$ cat src/rtl/instr_uop_sequencer.sv
// instr_uop_sequencer: expands instruction words into registered micro-ops.
// Opcode map: 0000 ADDRR, 0001 ADDRA, 0010 SUBRR, 0011 MULRR, 0100 MULRA,
// 0101 XOR, 0110 INV, 0111 AND, 1000 NOP, 1010 OR, 1011 LD, 1100 ST,
// 1101 JMP; 1001/1110/1111 reserved.
module instr_uop_sequencer #(
    parameter int REG_AW   = 2,
    parameter int IMM_W    = 8,
    parameter int MUL_LAT  = 3,
    parameter int RES_TRAP = 1
) (
    input  logic                        clk,
    input  logic                        rst,
    input  logic                        in_valid,
    output logic                        in_ready,
    input  logic [4+2*REG_AW+IMM_W-1:0] instr,
    output logic                        uop_valid,
    input  logic                        uop_ready,
    output logic [2:0]                  uop_alu_sel,
    output logic [REG_AW-1:0]           uop_rd,
    output logic [REG_AW-1:0]           uop_rs,
    output logic [IMM_W-1:0]            uop_imm,
    output logic                        uop_use_imm,
    output logic                        uop_reg_we,
    output logic                        uop_mem_re,
    output logic                        uop_mem_we,
    output logic                        uop_jump,
    output logic                        uop_mul_step,
    output logic                        uop_illegal,
    output logic                        uop_last,
    output logic                        illegal_seen
);
    localparam int INSTR_W = 4 + 2*REG_AW + IMM_W;

    localparam logic [3:0] OP_ADDRR = 4'b0000, OP_ADDRA = 4'b0001,
                           OP_SUBRR = 4'b0010, OP_MULRR = 4'b0011,
                           OP_MULRA = 4'b0100, OP_XOR   = 4'b0101,
                           OP_INV   = 4'b0110, OP_AND   = 4'b0111,
                           OP_NOP   = 4'b1000, OP_RES0  = 4'b1001,
                           OP_OR    = 4'b1010, OP_LD    = 4'b1011,
                           OP_ST    = 4'b1100, OP_JMP   = 4'b1101,
                           OP_RES1  = 4'b1110, OP_RES2  = 4'b1111;

    localparam logic [2:0] ALU_ADD = 3'd0, ALU_SUB = 3'd1, ALU_MUL = 3'd2,
                           ALU_XOR = 3'd3, ALU_INV = 3'd4, ALU_AND = 3'd5,
                           ALU_OR  = 3'd6, ALU_PASS = 3'd7;

    typedef struct packed {
        logic [2:0] alu_sel;
        logic       use_imm;
        logic       reg_we;
        logic       mem_re;
        logic       mem_we;
        logic       jump;
        logic       mul_step;
        logic       illegal;
        logic       last;
    } ctl_t;

    typedef enum logic {IDLE, EMIT} state_t;

    state_t              state, nxt_state;
    logic [3:0]          seq_idx, nxt_idx;
    logic [3:0]          op_q, nxt_op;
    logic [REG_AW-1:0]   rd_q, rs_q, nxt_rd, nxt_rs;
    logic [IMM_W-1:0]    imm_q, nxt_imm;
    ctl_t                ctl_q, nxt_ctl;
    logic                accept;

    wire [3:0]        op_in  = instr[INSTR_W-1 -: 4];
    wire [REG_AW-1:0] rd_in  = instr[INSTR_W-5 -: REG_AW];
    wire [REG_AW-1:0] rs_in  = instr[IMM_W +: REG_AW];
    wire [IMM_W-1:0]  imm_in = instr[IMM_W-1:0];

    // Number of uops an opcode expands into; zero means the instruction is dropped.
    function automatic logic [3:0] uop_count(input logic [3:0] op);
        case (op)
            OP_MULRR, OP_MULRA:         return 4'(MUL_LAT);
            OP_LD:                      return 4'd2;
            OP_NOP:                     return 4'd0;
            OP_RES0, OP_RES1, OP_RES2:  return (RES_TRAP != 0) ? 4'd1 : 4'd0;
            default:                    return 4'd1;
        endcase
    endfunction

    // Control word for uop number idx of opcode op.
    function automatic ctl_t decode(input logic [3:0] op, input logic [3:0] idx);
        ctl_t c;
        logic last;
        c    = '0;
        last = (idx == uop_count(op) - 4'd1);
        case (op)
            OP_ADDRR: begin c.alu_sel = ALU_ADD; c.reg_we = 1'b1; end
            OP_ADDRA: begin c.alu_sel = ALU_ADD; c.reg_we = 1'b1; c.use_imm = 1'b1; end
            OP_SUBRR: begin c.alu_sel = ALU_SUB; c.reg_we = 1'b1; end
            OP_XOR:   begin c.alu_sel = ALU_XOR; c.reg_we = 1'b1; end
            OP_INV:   begin c.alu_sel = ALU_INV; c.reg_we = 1'b1; end
            OP_AND:   begin c.alu_sel = ALU_AND; c.reg_we = 1'b1; end
            OP_OR:    begin c.alu_sel = ALU_OR;  c.reg_we = 1'b1; end
            OP_MULRR, OP_MULRA: begin
                c.alu_sel  = ALU_MUL;
                c.mul_step = 1'b1;
                c.use_imm  = (op == OP_MULRA);
                c.reg_we   = last;
            end
            OP_LD: begin
                if (idx == 4'd0) begin
                    c.alu_sel = ALU_PASS;
                    c.mem_re  = 1'b1;
                end else begin
                    c.reg_we  = 1'b1;
                end
            end
            OP_ST:    begin c.alu_sel = ALU_PASS; c.mem_we = 1'b1; end
            OP_JMP:   c.jump = 1'b1;
            OP_NOP:   c = '0;
            default:  c.illegal = (RES_TRAP != 0);
        endcase
        c.last = last;
        return c;
    endfunction

    assign uop_valid = (state == EMIT);
    assign in_ready  = !rst && (state == IDLE || (uop_valid && ctl_q.last && uop_ready));
    assign accept    = in_valid && in_ready;

    // Next-state: a new accept wins over advancing, so a last-uop consume and
    // a fresh instruction overlap without a bubble.
    always_comb begin
        nxt_state = state;
        nxt_idx   = seq_idx;
        nxt_op    = op_q;
        nxt_rd    = rd_q;
        nxt_rs    = rs_q;
        nxt_imm   = imm_q;
        nxt_ctl   = ctl_q;
        if (accept) begin
            nxt_op  = op_in;
            nxt_rd  = rd_in;
            nxt_rs  = rs_in;
            nxt_imm = imm_in;
            nxt_idx = 4'd0;
            if (uop_count(op_in) == 4'd0) begin
                nxt_state = IDLE;
                nxt_ctl   = '0;
            end else begin
                nxt_state = EMIT;
                nxt_ctl   = decode(op_in, 4'd0);
            end
        end else if (state == EMIT && uop_ready) begin
            if (!ctl_q.last) begin
                nxt_idx = seq_idx + 4'd1;
                nxt_ctl = decode(op_q, seq_idx + 4'd1);
            end else begin
                nxt_state = IDLE;
                nxt_ctl   = '0;
            end
        end
    end

    // State and uop register; illegal_seen rises together with the trap uop.
    always_ff @(posedge clk) begin
        if (rst) begin
            state        <= IDLE;
            seq_idx      <= '0;
            op_q         <= '0;
            rd_q         <= '0;
            rs_q         <= '0;
            imm_q        <= '0;
            ctl_q        <= '0;
            illegal_seen <= 1'b0;
        end else begin
            state   <= nxt_state;
            seq_idx <= nxt_idx;
            op_q    <= nxt_op;
            rd_q    <= nxt_rd;
            rs_q    <= nxt_rs;
            imm_q   <= nxt_imm;
            ctl_q   <= nxt_ctl;
            if (nxt_state == EMIT && nxt_ctl.illegal)
                illegal_seen <= 1'b1;
        end
    end

    assign uop_alu_sel  = ctl_q.alu_sel;
    assign uop_rd       = rd_q;
    assign uop_rs       = rs_q;
    assign uop_imm      = imm_q;
    assign uop_use_imm  = ctl_q.use_imm;
    assign uop_reg_we   = ctl_q.reg_we;
    assign uop_mem_re   = ctl_q.mem_re;
    assign uop_mem_we   = ctl_q.mem_we;
    assign uop_jump     = ctl_q.jump;
    assign uop_mul_step = ctl_q.mul_step;
    assign uop_illegal  = ctl_q.illegal;
    assign uop_last     = ctl_q.last;
endmodule

$ cat config.mk
export PLATFORM = sky130hd
export DESIGN_NAME = instr_uop_sequencer
export DESIGN_NICKNAME = d
export VERILOG_FILES = /design/src/rtl/instr_uop_sequencer.sv
export SDC_FILE = /design/constraint.sdc
export NUM_CORES = 1
export LEC_CHECK = 0
export ABC_AREA = 1
export BUFFER_PORTS_ARGS = -buffer_cell sky130_fd_sc_hd__buf_2
export CORE_MARGIN = 3
export CORE_UTILIZATION = 34
export DETAILED_ROUTE_END_ITERATION = 10
export PLACE_DENSITY = 0.66
export SYNTH_ARGS = -nofsm -noshare
export SYNTH_HDL_FRONTEND = slang
export SYNTH_SLANG_ARGS = --single-unit
export TNS_END_PERCENT = 20
$ cat constraint.sdc
create_clock -name clk -period 4.95 [get_ports clk]
set_input_delay 0 -clock clk [delete_from_list [all_inputs] [get_ports clk]]
set_output_delay 0 -clock clk [all_outputs]
set_load 0.01 [all_outputs]
-- Word level (Yosys, flattened, before mapping)
Cells that the tools add are included.
- register bits: 33
- input port bits: 20
- output and inout port bits: 26
- logic and storage cells: 104
- add/subtract/negate cells: 3
- eq/ne operators: 25
- mux-type cells: 35
- bitwise gates (word level): 2
- reductions and logical operators: 23
- operators by type and width (operator ; number):
    2-to-1 mux 11 bit ; 4
    equality test 4 bit, second input constant ; 10
    equality test 4 x 3 -> 1 bit, second input constant ; 8
    OR reduction 13 bit ; 2
    2-to-1 mux 4 bit ; 6
    case mux 3 bit (8 select lines) ; 1
    case mux 3 bit (7 select lines) ; 1
    zero test 4 bit ; 5
    equality test 4 x 2 -> 1 bit, second input constant ; 4
    2-to-1 mux 1 bit ; 16
    OR reduction 7 bit ; 2
    case mux 2 bit (3 select lines) ; 2
    equality test 4 x 1 -> 1 bit, second input constant ; 2
    OR reduction 2 bit ; 4
    subtractor 4 x 1 -> 4 bit, second input constant ; 2
    logical AND 1 bit ; 6
    case mux 1 bit (2 select lines) ; 3
    adder 4 x 1 -> 4 bit, second input constant ; 1
    equality test 4 bit ; 1
    2-to-1 mux 3 bit ; 1
    case mux 1 bit (3 select lines) ; 1
    inverter 1 bit ; 2
    AND reduction 2 bit ; 1
    nonzero test 2 bit ; 1
    other kinds (2) ; 2

-- Depth between registers and ports, before layout
Gate-level depths: netlist of run 1.
- depth after elaboration: 15
- gate-level depth with buffers: 13
- gate-level depth less buffers: 12

-- Worst setup path before layout of run 1
Ideal clock, no wire load.
- path kind: reg-to-reg
- start point: register op_q[1]
- end point: register ctl_q (netlist bit uop_reg_we)
- library setup time: 0.070 ns
- data arrival time: 1.606 ns
- required time: 4.880 ns
- setup slack: 3.274 ns
- stages on the path, launching flop included: 12
- path buffers: 1
- period minus slack after synthesis: 1.676 ns
- cell sequence: dfxtp_1 -> buf_4 -> inv_2 -> nand2_1 -> o21ai_1 -> nor2_1 -> ha_1 -> xor2_1 -> nand2_1 -> nor2_1 -> nand4_1 -> a21oi_1
- word-level cells in the longest chain between the ends: 12
- elaborated cells on any way between the ends: 23
- those cells by class: add/sub: 1; eq/ne: 11; mux: 8; reduce/logical: 3
- ends and longest elaborated chain (what ; line ; RTL):
    from (decl) ; 63 ; logic [3:0] op_q, nxt_op;
    from (signal assigned) ; 174 ; op_q <= nxt_op;
    equality test 4 x 3 -> 1 bit / equality test 4 x 2 -> 1 bit (equally long branches) ; 76, 91 ;
    OR reduction 2 bit ; 76, 91 ;
    case mux 2 bit (3 select lines) ; 76 ; case (op)
    2-to-1 mux 4 bit ; 150 ; if (!ctl_q.last) begin
    2-to-1 mux 4 bit ; 149 ; end else if (state == EMIT && uop_ready) begin
    2-to-1 mux 4 bit ; 136 ; if (accept) begin
    subtractor 4 x 1 -> 4 bit ; 90 ; last = (idx == uop_count(op) - 4'd1);
    equality test 4 bit ; 90 ;
    case mux 1 bit (3 select lines) (*) ; 91 ; case (op)
    2-to-1 mux 11 bit (*) ; 150 ;
    2-to-1 mux 11 bit (*) ; 149 ;
    2-to-1 mux 11 bit (*) ; 136 ;
    to (signal assigned) ; 178 ; ctl_q <= nxt_ctl;
    to (decl) ; 66 ; ctl_t ctl_q, nxt_ctl;
Every way passes the cells marked *; elsewhere a longest branch is shown, timed or not. The select of a mux whose other input is x is not followed.
A chain may end at the register's enable or synchronous reset.

-- Worst setup path in the final report of run 1
- start point: register op_q[1]
- end point: register ctl_q (netlist bit uop_last)
- word-level cells in the longest chain between the ends: 11
- elaborated cells on any way between the ends: 14
- those cells by class: add/sub: 1; eq/ne: 5; mux: 7; reduce/logical: 1
- ends and longest elaborated chain (what ; line):
    equality test 4 x 3 -> 1 bit / equality test 4 x 2 -> 1 bit (equally long branches) ; 76
    OR reduction 2 bit ; 76
    case mux 2 bit (3 select lines) (*) ; 76
    2-to-1 mux 4 bit (*) ; 150
    2-to-1 mux 4 bit (*) ; 149
    2-to-1 mux 4 bit (*) ; 136
    subtractor 4 x 1 -> 4 bit (*) ; 90
    equality test 4 bit (*) ; 90
    2-to-1 mux 11 bit (*) ; 150
    2-to-1 mux 11 bit (*) ; 149
    2-to-1 mux 11 bit (*) ; 136
Marks and branches as above.

==> results.json, run 1 <==
{
  "synth_area_leader_cell": "dfxtp_1",
  "fp.dieW_um": 77.68,
  "fillers": 488,
  "pin_count": 46,
  "worst_slack_ps": 3039,
  "postSynthAreaPerCell_um2": 7.072,
  "multi_input_area_um2": 918.4,
  "cts_tree": "yes",
  "core.rowCount": 25,
  "area_growth_syn_to_layout_pct": 30.30,
  "cp.required_ps": 5160,
  "n_antenna_cell": 0,
  "grt_pass1_wl_mm": 7.824,
  "ctsResizeCount": 0,
  "grt_usage": 0.1602,
  "synth_top_family_by_area": "simple AND/OR/NAND/NOR gates",
  "synth_top_area_share": 0.3782,
  "vias": 1824,
  "yosysWarnings": 0,
  "cap_viol_max_count": 0,
  "cts_buffers": 5,
  "worstPathArrival_ps": 2120,
  "hp-class": "in -> reg",
  "worst_setup_path_end_kind": "register",
  "post-synth-top-count-cell": "nand2_1",
  "grt_max_degree": 19,
  "layout.area.seq_um2": 660.6,
  "syn_nets": 269,
  "grt_antenna_before_repair": 0,
  "final_layout_size_suffix_gt1_frac": 0.2280,
  "wl_met3_um": 186,
  "fin_crit_ps": 1911,
  "routed_via_density": 4.877,
  "die_y_um": 77.68,
  "drtIter0Drc": 80,
  "start_kind": "register",
  "routabilityCongestion": 0.8833,
  "synthesis.area_um2": 1747,
  "met1_length_mm": 2.140,
  "leakagePower_nw": 1.177,
  "netlist_top_cells_area": "dfxtp_1 (38%), nand2_1 (15%), a22o_1 (6.0%), inv_1 (5.8%), nor2_1 (5.2%)",
  "dp_slack_ps": 3090,
  "postCtsHoldBufs": 13,
  "nNetsFinal": 328,
  "wl_met2_mm": 2.259,
  "synthCells": 247,
  "clkSinkCount": 33,
  "critPathKind": "reg -> reg",
  "fmaxAchievable_mhz": 523.3,
  "synth-seq-area-share": 0.3782,
  "gr-total-overflow": 0,
  "async_flop_share": 0,
  "synth_enable_flop_cells": 0,
  "ys.flop_type": "dfxtp_1",
  "grt_pass1_vias": 1781,
  "slew-limit-headroom": 0.6645,
  "post-route-period-util": 0.3861,
  "drt-pass1-iter-count": 4,
  "synthAdderAreaFrac": 0.01433,
  "synthXorXnorAreaFrac": 0.01003,
  "irDropWorstVdd_uv": 233.4,
  "synthMuxAreaShare": 0,
  "synth_compound_area_frac": 0.1999,
  "clk_transition_reported_paths_ps": 70,
  "post-cts-setup-buffers": 0,
  "setup-violations-final": 0,
  "cts_root_buf": "clkbuf_8",
  "detail_route.wirelength_mm": 4.644,
  "io_buffer_count": 45,
  "hold_slack_ps": 63.00,
  "synth_common_cells": "nand2_1 (71), dfxtp_1 (33), inv_1 (27)",
  "worst_pin_slew_ps": 503.3,
  "yosysUniqueCellTypes": 36,
  "crit_fanout": 8,
  "dpl.hpwl_mm": 3.267,
  "skew_ps": 6.955,
  "rsz0062_at_grt": "no",
  "clockBufferDepth": 2,
  "h-tree-depth": 2,
  "dieArea_um2": 6033,
  "top_layer": "met4",
  "powerDensity_nw_per_um2": 315.9,
  "coreArea_um2": 4848,
  "yosys.area_share.simple": 0.3016,
  "status": "complete, no violations",
  "worstSkewPairLatency_ps": 280,
  "drc_errors": 0,
  "hold_viol_final": 0,
  "initial_core_util": 0.3603,
  "tns_ps": 0,
  "ys_seq_elements": 33,
  "post_drt_wl_per_cell_um": 12.42,
  "timing_max_transition_violations_final": 0,
  "antenna_left": 0
}
cell usage in the layout, fill, tap and decap left out, types with 2 or more instances in the layout:
master and count:
a21oi_1 9, a21oi_2 3, a22o_1 12, a22oi_1 2, and2_1 2, buf_2 45
bufinv_16 2, clkbuf_8 5, dfxtp_1 33, dlygate4sd3_1 13, ha_1 2, inv_1 27
inv_2 6, nand2_1 71, nand3_1 11, nand4_1 6, nor2_1 24, nor2_2 2
nor2_4 2, o211ai_1 2, o21ai_0 7, o21ai_2 2, o22ai_1 5
logic make-up (layout without fill, tap and decap cells):
family | count (synthesis) | count (layout)
compound gates | 49 | 49
xor+xnor | 2 | 2
fa+ha+maj | 2 | 2
buf+inv | 39 | 99
flops | 33 | 33
simple gates | 122 | 122
path summary, 6_finish.rpt:
path	startpoint	endpoint	slack, ps	cells past startpoint
min	instr[12]	op_q[0]	60	3
max reg2reg	op_q[1]	uop_last	3040	11
min reg2reg	illegal_seen	illegal_seen	460	2
max	op_q[1]	uop_last	3040	11
final cells by class:
cell class,instances,area share
clock buffer,5,0.03024
clock inverter,3,0.02859
inverter,33,0.05443
multi-input combinational,175,0.4035
sequential,33,0.2903
tap,67,0.03683
timing repair buffer,58,0.1561
critical path: stages (launching register included):
cell	delay [ps]
dfxtp_1	480
nand2_1	140
inv_1	90
nand2_1	60
o21ai_1	160
nor2_1	70
ha_1	290
xor2_1	140
nand2_1	60
nor2_1	110
nand3_1	100
a31oi_1	140
metrics by stage:
step / total power, W / instances / util / cell area, um2
after CTS: 0.0007285 / 374 / 0.4694 / 2276
final: 0.0007190 / 374 / 0.4694 / 2276
after detailed placement: 0.0004132 / 353 / 0.4150 / 2012
after global placement: 0.0004125 / 353 / 0.4150 / 2012
after floorplan: 0.0003763 / 247 / - / 1747
after global routing: 0.0007567 / 374 / 0.4694 / 2276
sequential cells by signal, summed over array words and instances, names as in the netlist:
signal	count
uop_last	1
uop_use_imm	1
uop_jump	1
op_q	4
seq_idx	4
uop_mem_we	1
uop_alu_sel	3
uop_valid	1
uop_reg_we	1
uop_rd	2
uop_mul_step	1
uop_illegal	1
uop_mem_re	1
uop_imm	8
illegal_seen	1
uop_rs	2
routing by layer:
layer | global-route usage | vias to the layer above
met2 | 0.2705 | 48
met1 | 0.2026 | 837
met5 | 0 | -
li1 | - | 933
met3 | 0.04176 | 6
met4 | 0.03915 | 0
power by group:
part / internal [W] / leakage (nW) / total [W] / switching, W
clock: 0.000200 / 0.0681 / 0.000301 / 0.000101
sequential: 0.000282 / 0.270 / 0.000295 / 0.0000124
combinational: 0.0000500 / 0.838 / 0.000123 / 0.0000727
Note: power is estimated with default switching activity, not from simulation.
==> run 2: changes to the inputs <==
==> constraint.sdc (replaced) <==
create_clock -name clk -period 1.9 [get_ports clk]
set_input_delay 0 -clock clk [delete_from_list [all_inputs] [get_ports clk]]
set_output_delay 0 -clock clk [all_outputs]
set_load 0.01 [all_outputs]
==> run 2 against run 1 <==
Worst hold slack worse by 10 ps; sequential share of layout area is 0.29 points lower; global-route usage hardly changed; maximum frequency is 8.3% higher; die area stayed put; critical endpoint is now uop_reg_we; largest power group is now sequential cells.
==> results.json, run 2 (synthesis gave the netlist of run 1 again) <==
{
  "stdcell_count": 381,
  "worst_setup_path_end_kind": "register",
  "final_layout_size_suffix_gt1_frac": 0.2643,
  "slowest_stage": "dfxtp_2",
  "worst_slack_ps": 135.3,
  "regToRegEndpoint": "uop_reg_we",
  "powerDensity_nw_per_um2": 740.9,
  "skew_ps": 10.65,
  "die_y_um": 77.68,
  "regToRegSetupSlack_ps": 140,
  "drtIter0Drc": 91,
  "crit_start": "op_q[3]",
  "area_growth_syn_to_layout_pct": 32.09,
  "vias": 1885,
  "start_kind": "register",
  "worstSkewPairLatency_ps": 300,
  "crit_chain": "inv_1, nor2_4, nand2_1, inv_2, nor2_1, ha_1, xor2_1, nand2_1, nor2_2, nand4_1, a21oi_1",
  "grt_antenna_before_repair": 0,
  "grt_pass1_wl_mm": 7.665,
  "clk_transition_reported_paths_ps": 80,
  "ff2ff_path_depth": 11,
  "irDropWorstVdd_uv": 431.1,
  "rsz0062_at_grt": "no",
  "n_antenna_cell": 0,
  "grt_pass1_vias": 1692,
  "cp.required_ps": 2140,
  "dp_slack_ps": 11.76,
  "drc_errors": 0,
  "cap_viol_max_count": 0,
  "endpoint": "uop_reg_we",
  "grt_usage": 0.1603,
  "clkSinkCount": 33,
  "post-route-period-util": 0.9288,
  "mostFrequentLayoutCells": "nand2_1 (70), buf_2 (45), dfxtp_1 (31)",
  "timing_max_transition_violations_final": 0,
  "hold_viol_final": 0,
  "fp.dieW_um": 77.68,
  "dieArea_um2": 6033,
  "timing.rr.start": "op_q[3]",
  "worst_pin_slew_ps": 442.6,
  "dp.cells": 358,
  "gr-total-overflow": 0,
  "crit_top_cell": "nand2_1",
  "tns_ps": 0,
  "post_drt_wl_per_cell_um": 12.59,
  "critPathKind": "reg -> reg",
  "cts_tree": "yes",
  "core.rowCount": 25,
  "slowest_delay_ps": 350,
  "largest_reg_flops": 8,
  "cts_root_buf": "clkbuf_8",
  "pin_count": 46,
  "routabilityCongestion": 0.8850,
  "detail_route.wirelength_mm": 4.795,
  "status": "complete, no violations",
  "dpl.hpwl_mm": 3.367,
  "worstPathArrival_ps": 2000,
  "h-tree-depth": 2,
  "nNetsFinal": 335,
  "hp-class": "in -> reg",
  "io_buffer_count": 45,
  "clockBufferDepth": 2,
  "routed_via_density": 4.948,
  "initial_core_util": 0.3603,
  "final_common_cell": "nand2_1",
  "antenna_left": 0,
  "setup-violations-final": 0,
  "fin_crit_ps": 1765,
  "total_power_w": 0.001709,
  "fmaxAchievable_mhz": 566.7,
  "cts_buffers": 5,
  "crit_fanout": 5,
  "coreArea_um2": 4848,
  "slew-limit-headroom": 0.7042,
  "grt_max_degree": 18,
  "drt-pass1-iter-count": 4,
  "fin_util": 0.4759,
  "leakagePower_nw": 1.195
}
[run 2: routing by layer]
metal	track usage	share of wire	up-vias
met3	0.03248	0.046	9
li1	-	-	951
met2	0.2757	0.49	45
met5	0	0	-
met4	0.07295	0.019	0
met1	0.1906	0.45	880
[run 2: metrics by stage]
stage	cell area (um2)	hold WS (ps)
CTS	2282	41.53
global placement	2049	215.4
global route	2307	67.49
detailed placement	2049	219.9
floorplan	1747	47.53
finish	2307	53.00
[run 2: power breakdown]
part / internal, W / switching (W) / leakage (nW)
registers: 0.000737 / 0.0000322 / 0.271
logic: 0.000146 / 0.000196 / 0.870
clock network: 0.000327 / 0.000272 / 0.0542
[run 2: repair_timing]
action,4_1_cts,5_1_grt
hold buffers,13,0
setup buffers,0,2
pin swaps,0,2
setup endpoints to repair,1,2
endpoints found under the hold margin,14,0
resized for setup,1,5
[run 2: layout make-up]
cell class              instances  area, um2
repair buffers                 65      407.9
clock buffers                   7      96.34
clock inverters                 1      5.005
fillers                       471       2541
flip-flops and latches         33      663.1
well taps                      67      83.83
multi-input cells             175      927.1
inverters                      33      123.9
[run 2: worst min path at each step]
stage / start / end / slack (ps) / depth (start not counted)
3_3_place_gp: instr[3] / uop_imm[3] / 220 / 2
2_1_floorplan: rst / in_ready / 50 / 1
4_1_cts: instr[12] / op_q[0] / 40 / 3
6_report: instr[14] / op_q[2] / 50 / 3
3_5_place_dp: instr[5] / uop_imm[5] / 220 / 2
5_1_grt: instr[12] / op_q[0] / 70 / 3
[run 2: critical path, delay by kind of cell, from the launching register on]
| kind | cells | cell delay, ps |
|---|---|---|
| fa+ha+maj | 1 | 280 |
| xor+xnor | 1 | 160 |
| flops | 1 | 350 |
| buf+inv | 2 | 160 |
| compound gates | 1 | 140 |
| simple gates | 6 | 600 |
==> run 3: changes to the inputs <==
--- a/config.mk
+++ b/config.mk
@@ -8,9 +8,9 @@
 export ABC_AREA = 1
 export BUFFER_PORTS_ARGS = -buffer_cell sky130_fd_sc_hd__buf_2
 export CORE_MARGIN = 3
-export CORE_UTILIZATION = 34
+export CORE_UTILIZATION = 43
 export DETAILED_ROUTE_END_ITERATION = 10
-export PLACE_DENSITY = 0.66
+export PLACE_DENSITY = 0.67
 export SYNTH_ARGS = -nofsm -noshare
 export SYNTH_HDL_FRONTEND = slang
 export SYNTH_SLANG_ARGS = --single-unit
==> run 3 against run 2 <==
Sequential share of layout area up 0.74 points; register-to-register slack better by 20 ps; largest power group unchanged; worst setup slack better by 16 ps; highest routed layer unchanged; via count down 4.1%; maximum frequency up 0.90%; global-route usage up 2.5 points; clock power down 18%; combinational power down 2%; first-iteration DRC count up 9.9%; core utilization up 12 points; sequential power about the same.
==> results.json, run 3 (synthesis gave the netlist of run 1 again) <==
{
  "die_y_um": 69.74,
  "vias": 1807,
  "routabilityCongestion": 0.8840,
  "worst_pin_slew_ps": 517.5,
  "timing_max_transition_violations_final": 0,
  "slowest_stage": "dfxtp_1",
  "irDropWorstVdd_uv": 509.6,
  "clk_transition_reported_paths_ps": 70,
  "post-route-period-util": 0.9205,
  "worst_setup_path_end_kind": "register",
  "fp.dieW_um": 69.74,
  "area_growth_syn_to_layout_pct": 28.80,
  "crit_top_cell": "nor2_1",
  "clkSinkCount": 33,
  "nNetsFinal": 333,
  "setup-violations-final": 0,
  "core.rowCount": 22,
  "cts_root_buf": "clkbuf_8",
  "cts_tree": "yes",
  "start_kind": "register",
  "hold_viol_final": 0,
  "crit_fanout": 5,
  "combPwrFrac": 0.209,
  "leakagePower_nw": 1.181,
  "slowest_delay_ps": 350,
  "grt_pass1_wl_mm": 7.300,
  "grt_usage": 0.1850,
  "grt_max_degree": 18,
  "n_antenna_cell": 0,
  "antenna_left": 0,
  "tns_ps": 0,
  "rsz0062_at_grt": "no",
  "skew_ps": 4.308,
  "placed_area_um2": 2026,
  "final_common_cell": "nand2_1",
  "drt-pass1-iter-count": 4,
  "fmaxAchievable_mhz": 571.8,
  "dieArea_um2": 4863,
  "cp.required_ps": 2110,
  "powerDensity_nw_per_um2": 708.3,
  "mostFrequentLayoutCells": "nand2_1 (70), buf_2 (45), dfxtp_1 (31)",
  "crit_chain": "inv_1, nand2_2, o21ai_2, nor2_1, ha_1, xor2_1, nand2_1, nor2_1, nand4_1, a21oi_1",
  "cts_buffers": 5,
  "coreArea_um2": 3799,
  "pin_count": 46,
  "design_area_um2": 2250,
  "cap_viol_max_count": 0,
  "io_buffer_count": 45,
  "worstPathArrival_ps": 1960,
  "clockBufferDepth": 2,
  "p_sw_w": 0.0004619,
  "routed_via_density": 5.019,
  "fin_crit_ps": 1749,
  "drc_errors": 0,
  "h-tree-depth": 2,
  "grt_pass1_vias": 1578,
  "drtIter0Drc": 100,
  "pwr-share-clk": 0.309,
  "dpl.hpwl_mm": 3.263,
  "post_drt_wl_per_cell_um": 12.46,
  "grt_antenna_before_repair": 0,
  "internal-power_w": 0.001132,
  "hp-class": "in -> reg",
  "initial_core_util": 0.4598,
  "hold_slack_ps": 71.15,
  "status": "complete, no violations",
  "final_layout_size_suffix_gt1_frac": 0.2532,
  "detail_route.wirelength_mm": 4.486,
  "largest_reg_flops": 8,
  "power_frac_seq": 0.483,
  "critPathKind": "reg -> reg",
  "slew-limit-headroom": 0.6550,
  "switching_share": 0.2899,
  "worstSkewPairLatency_ps": 280,
  "gr-total-overflow": 0,
  "total_power_w": 0.001593
}
run 3: power groups by stage:
stage / combinational (W) / clock, W / sequential [W]
5_1_grt: 0.000372 / 0.000542 / 0.000773
2_1_floorplan: 0.000187 / 0 / 0.000793
6_report: 0.000333 / 0.000492 / 0.000769
3_5_place_dp: 0.000306 / 0 / 0.000782
4_1_cts: 0.000328 / 0.000509 / 0.000767
3_3_place_gp: 0.000309 / 0 / 0.000782
run 3: stage by stage:
| stage | cells | setup WS, ps | util |
|---|---|---|---|
| floorplan | 247 | 224.0 | - |
| detailed placement | 339 | 154.3 | 0.5333 |
| global route | 360 | 1.723 | 0.5922 |
| global placement | 339 | 194.7 | 0.5333 |
| finish | 360 | 151.1 | 0.5922 |
| CTS | 360 | 125.4 | 0.5893 |
run 3: critical path: cells and delay by family, from the launching register on:
family	cells	cell delay (ps)
fa+ha+maj	1	280
simple gates	5	460
xor+xnor	1	140
compound gates	2	310
flops	1	350
buf+inv	1	150
run 3: path summary, 6_finish.rpt:
kind                startpoint           end  slack (ps)  cells past startpoint
setup / recovery       op_q[0]    uop_reg_we         150                     10
hold reg to reg   illegal_seen  illegal_seen         450                      2
setup reg to reg       op_q[0]    uop_reg_we         150                     10
hold / removal       instr[14]       op_q[2]          70                      3
run 3: area by class of cell:
class | count | area [um2]
fillers | 367 | 1549
multi-input cells | 175 | 927.1
flip-flops and latches | 33 | 663.1
repair buffers | 63 | 392.9
inverters | 33 | 123.9
clock buffers | 6 | 72.57
well taps | 48 | 60.06
clock inverters | 2 | 10.01
run 3: metal layers:
metal  track usage  share of wire  up-vias
met1        0.2608           0.47      806
met5             0              0        -
met4       0.04468         0.0065        0
met2        0.2850           0.46       53
met3       0.04348          0.069        4
li1              -              -      944
run 3: timing repair:
| item | in CTS | in global routing |
|---|---|---|
| setup buffers | 0 | 0 |
| hold buffers | 13 | 0 |
| endpoints found under the hold margin | 14 | 0 |
| endpoints found under the setup margin | 0 | 2 |
| gates resized for setup | 0 | 5 |
